<file path="src/rtl/pellet_board_arbiter.sv">
// Pellet bitmap owner: arbitrates refill, hardware eat and software row writes
// onto a single row-write port and keeps a running pellet count.
module pellet_board_arbiter #(
  parameter int ROWS       = 31,
  parameter int COLS       = 28,
  parameter int TILE_SHIFT = 3
) (
  input  logic            S_AXI_ACLK,
  input  logic            S_AXI_ARESET,
  input  logic [31:0]     pm_x,
  input  logic [31:0]     pm_y,
  input  logic            sw_req,
  input  logic [4:0]      sw_row,
  input  logic [COLS-1:0] sw_data,
  output logic            sw_ack,
  input  logic            refill,
  output logic            busy,
  output logic [COLS-1:0] pellets [0:ROWS-1],
  output logic [9:0]      pellet_count,
  output logic            eat_pulse,
  output logic            board_clear
);

  localparam int          COL_W    = $clog2(COLS);
  localparam logic [4:0]  ROW_LAST = 5'(ROWS - 1);
  localparam logic [9:0]  TOTAL    = 10'(ROWS * COLS);
  localparam logic [31:0] COLS32   = 32'(COLS);
  localparam logic [31:0] ROWS32   = 32'(ROWS);

  typedef enum logic {IDLE, FILL} state_t;

  state_t           state_q, state_d;
  logic [4:0]       fill_row_q, fill_row_d;

  // Eat detector stage 1: tile coordinates of the current Pac-Man position.
  logic [31:0]      tile_col, tile_row;
  logic [COL_W-1:0] s1_col;
  logic [4:0]       s1_row;
  logic             s1_valid;

  logic             wr_en;
  logic [4:0]       wr_row;
  logic [COLS-1:0]  wr_data;
  logic [9:0]       count_d;
  logic             eat_commit;
  logic             sw_grant;

  function automatic logic [9:0] popcount(input logic [COLS-1:0] v);
    logic [9:0] n;
    n = '0;
    for (int i = 0; i < COLS; i++) n = n + {9'd0, v[i]};
    return n;
  endfunction

  assign tile_col    = pm_x >> TILE_SHIFT;
  assign tile_row    = pm_y >> TILE_SHIFT;
  assign busy        = (state_q == FILL);
  assign board_clear = (pellet_count == '0);

  always_comb begin
    // NOTE: every signal gets a default before the case so no path leaves it
    // unassigned; otherwise synthesis infers a latch.
    state_d    = state_q;
    fill_row_d = fill_row_q;
    wr_en      = 1'b0;
    wr_row     = fill_row_q;
    wr_data    = '1;
    count_d    = pellet_count;
    eat_commit = 1'b0;
    sw_grant   = 1'b0;

    case (state_q)
      IDLE: begin
        if (s1_valid && pellets[s1_row][s1_col]) begin
          eat_commit = 1'b1;
          wr_en      = 1'b1;
          wr_row     = s1_row;
          wr_data    = pellets[s1_row] & ~(COLS'(1) << s1_col);
          count_d    = pellet_count - 10'd1;
        end else if (sw_req && !sw_ack) begin
          // sw_req is still high during the ack cycle; that is the same
          // request, so it is not granted twice.
          sw_grant = 1'b1;
          if (sw_row <= ROW_LAST) begin
            wr_en   = 1'b1;
            wr_row  = sw_row;
            wr_data = sw_data;
            count_d = pellet_count - popcount(pellets[sw_row]) + popcount(sw_data);
          end
        end
        if (refill) begin
          state_d    = FILL;
          fill_row_d = '0;
        end
      end
      FILL: begin
        wr_en   = 1'b1;
        wr_row  = fill_row_q;
        wr_data = '1;
        if (fill_row_q == ROW_LAST) begin
          state_d = IDLE;
          count_d = TOTAL;
        end else begin
          fill_row_d = fill_row_q + 5'd1;
        end
      end
      default: state_d = IDLE;
    endcase
  end

  always_ff @(posedge S_AXI_ACLK) begin
    if (S_AXI_ARESET) begin
      state_q      <= IDLE;
      fill_row_q   <= '0;
      pellet_count <= TOTAL;
      sw_ack       <= 1'b0;
      eat_pulse    <= 1'b0;
      s1_col       <= '0;
      s1_row       <= '0;
      s1_valid     <= 1'b0;
      // NOTE: the bitmap is a flop array read in parallel by the renderer, so
      // it can be reset; a RAM-backed store could not be cleared this way.
      for (int r = 0; r < ROWS; r++) pellets[r] <= '1;
    end else begin
      // NOTE: non-blocking assignments for all state, so every reader in this
      // edge sees the pre-edge values regardless of statement order.
      state_q      <= state_d;
      fill_row_q   <= fill_row_d;
      pellet_count <= count_d;
      sw_ack       <= sw_grant;
      eat_pulse    <= eat_commit;
      s1_col       <= tile_col[COL_W-1:0];
      s1_row       <= tile_row[4:0];
      s1_valid     <= (tile_col < COLS32) && (tile_row < ROWS32);
      if (wr_en) pellets[wr_row] <= wr_data;
    end
  end

endmodule
</file>
<file path="config.mk">
export PLATFORM = sky130hd
export DESIGN_NAME = pellet_board_arbiter
export DESIGN_NICKNAME = d
export VERILOG_FILES = /design/src/rtl/pellet_board_arbiter.sv
export SDC_FILE = /design/constraint.sdc
export NUM_CORES = 2
export LEC_CHECK = 0
export BUFFER_PORTS_ARGS = -buffer_cell sky130_fd_sc_hd__buf_2
export CORE_AREA = 2 2 379 381
export CTS_CLUSTER_SIZE = 10
export DETAILED_ROUTE_END_ITERATION = 10
export DIE_AREA = 0 0 381 383
export GPL_ROUTABILITY_DRIVEN = 0
export HOLD_SLACK_MARGIN = 0.05
export PLACE_DENSITY = 0.62
export REMOVE_ABC_BUFFERS = 1
export SETUP_SLACK_MARGIN = 0.3
export SYNTH_ARGS = -nofsm -noshare
export SYNTH_HDL_FRONTEND = slang
export SYNTH_SLANG_ARGS = --single-unit
export TNS_END_PERCENT = 10
</file>
<file path="constraint.sdc">
create_clock -name S_AXI_ACLK -period 13.95 [get_ports S_AXI_ACLK]
set_input_delay 2.79 -clock S_AXI_ACLK [delete_from_list [all_inputs] [get_ports S_AXI_ACLK]]
set_output_delay 2.79 -clock S_AXI_ACLK [all_outputs]
set_load 0.005 [all_outputs]
</file>
## Word-level counts from Yosys, hierarchy flattened

Cells that the tools add are included.

| word-level totals | value |
|---|---|
| output and inout bits | 882 |
| logic and storage cells | 164 |
| input bits | 101 |
| register bits | 897 |

| cells by class | value |
|---|---|
| eq/ne operators | 6 |
| order comparisons | 8 |
| reductions and logical operators | 10 |
| $add $sub $neg | 58 |
| bitwise operators | 6 |
| muxes and demuxes | 36 |
| shift operators | 1 |

Operators with widths:

| kind | count |
|---|---|
| 868-bit bitwise mux | 1 |
| 10-bit by 1-bit adder with 10-bit output | 36 |
| 28-bit binary-select mux with 5-bit select | 2 |
| 28-bit 2-to-1 mux | 8 |
| 28-bit demux with 5-bit select | 1 |
| 29-bit by 5-bit less-than comparator with 1-bit output, second input constant | 2 |
| 28-bit case mux with 2 select lines | 1 |
| 10-bit 2-to-1 mux | 4 |
| 28-bit AND | 1 |
| 28-bit inverter | 1 |
| 1-bit by 5-bit << shifter with 28-bit output, first input constant | 1 |
| 5-bit 2-to-1 mux | 5 |
| 9-bit by 1-bit adder with 10-bit output | 2 |
| 10-bit case mux with 2 select lines | 1 |
| 5-bit case mux with 2 select lines | 2 |
| 8-bit by 1-bit adder with 9-bit output | 2 |
| 6-bit greater-or-equal comparator, second input constant | 3 |
| 5-bit inverter with 6-bit output | 3 |
| 7-bit by 1-bit adder with 8-bit output | 2 |
| 6-bit by 1-bit adder with 7-bit output | 2 |
| 5-bit by 1-bit adder with 6-bit output | 2 |
| 10-bit adder | 1 |
| 4-bit by 1-bit adder with 5-bit output | 2 |
| 10-bit zero test | 1 |
| other kinds (23) | 39 |

## Depth between registers and ports, before layout

| logic depth | value |
|---|---|
| word-level depth | 37 |
| mapped depth | 37 |

## Worst setup path before layout

OpenSTA, ideal clock, no wires.

| timing path | value |
|---|---|
| path type | input to register |
| start point | input port sw_row[0] |
| end point | register pellet_count[9] |
| path slack | 2.148 ns |
| stages on the path | 33 |
| required time | 13.836 ns |
| setup time | 0.114 ns |
| data arrival time | 11.688 ns |
| cells stage by stage | clkbuf_1 buf_1 buf_1 buf_1 mux4_2 mux4_2 inv_1 o21ai_0 fa_1 fa_1 fa_1 inv_1 fa_1 fa_1 inv_1 fa_1 inv_1 fa_1 inv_1 fa_1 inv_1 ha_1 fa_1 a21o_1 a21oi_1 o21bai_1 a21oi_1 o21bai_1 a21oi_1 xnor2_1 o21ai_0 or3_1 a21o_1 |

| on the way | value |
|---|---|
| cells in the longest elaborated chain, start to end | 37 |

RTL lines:

| item | line | text |
|---|---|---|
| from (decl) | 13 | `input logic [4:0] sw_row,` |
| 5-bit inverter with 6-bit output (not written as such) | 88 | `count_d = pellet_count - popcount(pellets[sw_row]) + popcount(sw_data);` |
| 28-bit binary-select mux with 5-bit select | 88 |  |
| 28-bit 2-to-1 mux (not written as such) (2 in a row) | 88 |  |
| 1-bit by 1-bit adder with 2-bit output | 51 | `for (int i = 0; i < COLS; i++) n = n + {9'd0, v[i]};` |
| 2-bit by 1-bit adder with 3-bit output | 51 |  |
| 3-bit by 1-bit adder with 4-bit output | 51 |  |
| 4-bit by 1-bit adder with 5-bit output | 51 |  |
| 5-bit by 1-bit adder with 6-bit output | 51 |  |
| (+3 left out) | -- |  |
| 9-bit by 1-bit adder with 10-bit output | 51 |  |
| 10-bit by 1-bit adder with 10-bit output (18 in a row) | 51 |  |
| 10-bit subtractor | 88 |  |
| 10-bit adder | 88 |  |
| 10-bit 2-to-1 mux | 84 | `if (sw_row <= ROW_LAST) begin` |
| 10-bit 2-to-1 mux | 80 | `end else if (sw_req && !sw_ack) begin` |
| 10-bit 2-to-1 mux | 74 | `if (s1_valid && pellets[s1_row][s1_col]) begin` |
| 10-bit case mux with 2 select lines | 72 | `case (state_q)` |
| to (signal assigned) | 129 | `pellet_count <= count_d;` |
| to (decl) | 19 | `output logic [9:0] pellet_count,` |

Several ways; a longest one is shown, not always the timed one. The select of a mux whose other input is x is not followed.
A chain may end at the register's enable or synchronous reset.

## Worst setup path in the final report

Ends and elaborated chain as after synthesis.

==> impl_metrics.toml <==
[sta]
fin_crit_ns = 11.63
slew_violations = 0
finalHoldViolations = 0
fmax_mhz = 86.01
period_share = 0.8334
rsz0062_at_grt = "no"
setup_viol_count_final = 0
worst_pin_slew_ns = 1.275
maxSlewHeadroom = 0.1498
skew_ns = 0.03781

[critical_path]
crit_top_cell = "fa_1"
critPathMaxFanout = 63
reg2reg_to = "pellet_count[9]$_SDFFE_PP1P_"
max_stage_delay_ns = 0.57
cp_slowest_cell = "buf_4"
cp.arrival_ns = 12.24
r2r_slack_ns = 4.91
path_buf_inv = 7
endpoint_kind = "flip-flop"
cp-start-kind = "input port"
rr_worst_depth = 30
path_delay_family = "adder cells"
regToRegStartpoint = "pellets[470]$_SDFFE_PP1P_"
critPathRequiredTime_ns = 14.56
worstSetupPathType = "input port to flip-flop"

[run]
drv_cap = 0

[clocking]
cts_buffer_depth = 3
cts_sinks = 897
cts_root_buf = "clkbuf_16"
path_clk_slew_ns = 0.06
clk_latency_ns = 0.75
cts_buffers = 107
htreeDepth = 3
cts_resized = 0
ctsHoldBuffers = 0
cts_tree = "built"
cts_setup_buffers = 0

[logic_synthesis]
synth.top_cell.area_share = 0.3592
synth_ff_type = "dfxtp_1"
synth_area_leader_cell = "dfxtp_1"
synthTopCellsByArea = "dfxtp_1 36%, mux2i_1 22%, mux4_2 17%, nor2_1 7.0%, fa_1 2.1%"
syn_inst = 4737
synthArstFlopShare = 0
synth_seq_cells = 897
syn_area_mm2 = 0.04999
syn_area_per_cell_um2 = 10.55
synth-seq-area-share = 0.3592
synth-edff-count = 0
yosysWarningCount = 0
ys_types = 80

[layout]
drive_gt1_frac = 0.3154
instances_no_fill = 7444
layout.nets = 5651
area_delta_synth_final_pct = 19.04
final_core_util = 0.4183

[route]
vias = 45210
drt-total-wl_mm = 262.7
initialDrtViolationCount = 5034
vias_per_cell = 6.073
ant_nets = 0
route.detailed.drc = 0
wl_per_cell_um = 35.29
drt_pass1_iterations = 6

[floorplanning]
core_area_mm2 = 0.1423
num_rows = 139
die_w_um = 381
io-pin-count = 983
die_area_mm2 = 0.1459
initial_core_util = 0.3514
die_h_um = 383

[placement]
port_buffers = 976
place_inst = 7266
hpwl_mm = 182.4

[pwr]
ir_worst_vdd_mv = 0.1930
power_density_mw_per_mm2 = 118.6
p_leak_nw = 23.78
power_frac_comb = 0.252
p_seq_frac = 0.375
clock_power_share = 0.373
internal_power_mw = 4.801
switching_power_mw = 2.254
p_sw_frac = 0.3195

[global_routing]
antenna_found_initial = 39
grt_max_degree = 191
grt_overflow_total = 0
track_usage = 0.3468
grt_first_pass_wirelength_mm = 356.3
grt_pass1_vias = 43060

[worst_hold_path]
whs_path_depth = 2
hp-class = "flip-flop to flip-flop"
holdPathEnd = "pellets[698]$_SDFFE_PP1P_"
hold_start = "pellets[698]$_SDFFE_PP1P_"

[run_status]
status = "finished, final reports clean"
==> metal layers <==
| layer | vias up | GRT usage | share of wire |
|---|---|---|---|
| met1 | 22970 | 0.4283 | 0.38 |
| met5 | - | 0 | 0.00035 |
| met3 | 670 | 0.1003 | 0.11 |
| li1 | 18530 | - | - |
| met4 | 16 | 0.2062 | 0.066 |
| met2 | 3024 | 0.5371 | 0.45 |
==> registers in the layout, indices dropped and copies added, names as in the netlist <==
| signal | cells |
|---|---|
| pellets | 868 |
| fill_row_q | 5 |
| eat_pulse | 1 |
| s1_valid | 1 |
| s1_col | 5 |
| pellet_count | 10 |
| busy | 1 |
| sw_ack | 1 |
| s1_row | 5 |
==> cells by family (layout without fill, tap and decap cells) <==
kind of cell / count (synthesis) / in the layout / synth area share
compound gates: 385 / 385 / 0.05171
xor+xnor: 15 / 15 / 0.002628
fa+ha+maj: 78 / 78 / 0.02733
buf+inv: 571 / 1354 / 0.05469
flops: 897 / 897 / 0.3592
mux: 1500 / 1500 / 0.3957
other cells: 0 / 21 / 0
simple gates: 1291 / 1291 / 0.1087
==> synth_stat cells (35+ instances only) <==
cell type / count
clkbuf_1: 225
buf_1: 39
nor2_1: 932
mux2_2: 35
nand2_1: 110
mux4_2: 376
a22oi_1: 63
a21oi_1: 79
fa_1: 52
or3_1: 36
buf_4: 90
mux2i_1: 1087
dfxtp_1: 897
buf_2: 106
o21ai_0: 87
nand3_1: 35
inv_1: 93
==> metrics by stage <==
step                      setup TNS (ns)  area (um^2)  hold WS [ns]  setup slack (ns)  power [mW]
after floorplan                  -295.18        47610        0.4967            -2.017       3.896
after global placement                 0        56330        0.5178             1.508       4.461
after detailed placement               0        56330        0.5243             1.452       4.474
after CTS                              0        59450        0.5400             2.234       7.076
after global routing                   0        59490        0.5572             1.931       7.367
final                                  0        59500        0.5402             2.324       7.056
==> cells in the final DEF, fill, tap and decap left out, types with 20 or more instances in the layout <==
| cell | Yosys | routed |
|---|---|---|
| fa_1 | 52 | 52 |
| or3_1 | 36 | 34 |
| o22ai_1 | 25 | 25 |
| o21ai_0 | 87 | 87 |
| nor2b_1 | 30 | 24 |
| clkbuf_1 | 225 | 24 |
| a21oi_1 | 79 | 54 |
| inv_1 | 93 | 92 |
| mux2_2 | 35 | 35 |
| diode_2 | 0 | 21 |
| clkbuf_16 | 0 | 109 |
| ha_1 | 26 | 26 |
| a22oi_1 | 63 | 63 |
| nand3_1 | 35 | 33 |
| buf_4 | 90 | 121 |
| nand2b_1 | 26 | 21 |
| dfxtp_1 | 897 | 892 |
| nand2_1 | 110 | 110 |
| mux2i_1 | 1087 | 1087 |
| a21oi_2 | 3 | 21 |
| mux4_2 | 376 | 376 |
| buf_2 | 106 | 970 |
| nor3_1 | 29 | 29 |
| nor2_1 | 932 | 927 |
| nor4_1 | 25 | 20 |
==> area by class of cell <==
type / count / area [um^2]
clock inverter: 13 / 150.1
tap: 1903 / 2381
clock buffer: 144 / 2969
antenna: 21 / 52.55
timing repair buffer: 1102 / 5959
fill: 13960 / 82760
multi-input combinational: 3269 / 29660
inverter: 95 / 356.6
sequential: 897 / 17980
==> power groups by stage <==
stage	clock [mW]	combinational, mW	sequential [mW]
floorplan	0	1.19	2.71
global placement	0	1.76	2.70
detailed placement	0	1.78	2.70
CTS	2.65	1.78	2.64
global route	2.74	1.98	2.65
finish	2.63	1.78	2.65
==> tightest hold or removal path: cells and delay by family, from the launching register on <==
| kind | cells | cell delay (ns) |
|---|---|---|
| DFF | 1 | 0.32 |
| and+or+nand+nor | 1 | 0.10 |
| muxes | 1 | 0.07 |
==> worst max-delay path by stage <==
stage | startpoint | end | slack, ns | depth (start not counted)
finish | sw_row[0] | pellet_count[9]$_SDFFE_PP1P_ | 2.32 | 30
global placement | sw_row[0] | pellet_count[9]$_SDFFE_PP1P_ | 1.51 | 31
detailed placement | sw_row[0] | pellet_count[9]$_SDFFE_PP1P_ | 1.45 | 31
global route | sw_row[0] | pellet_count[9]$_SDFFE_PP1P_ | 1.93 | 30
CTS | sw_row[0] | pellet_count[9]$_SDFFE_PP1P_ | 2.23 | 31
floorplan | s1_row[2]$_SDFF_PP0_ | pellets[196]$_SDFFE_PP1P_ | -2.02 | 12
No activity file was read; power rests on OpenSTA's default activity.
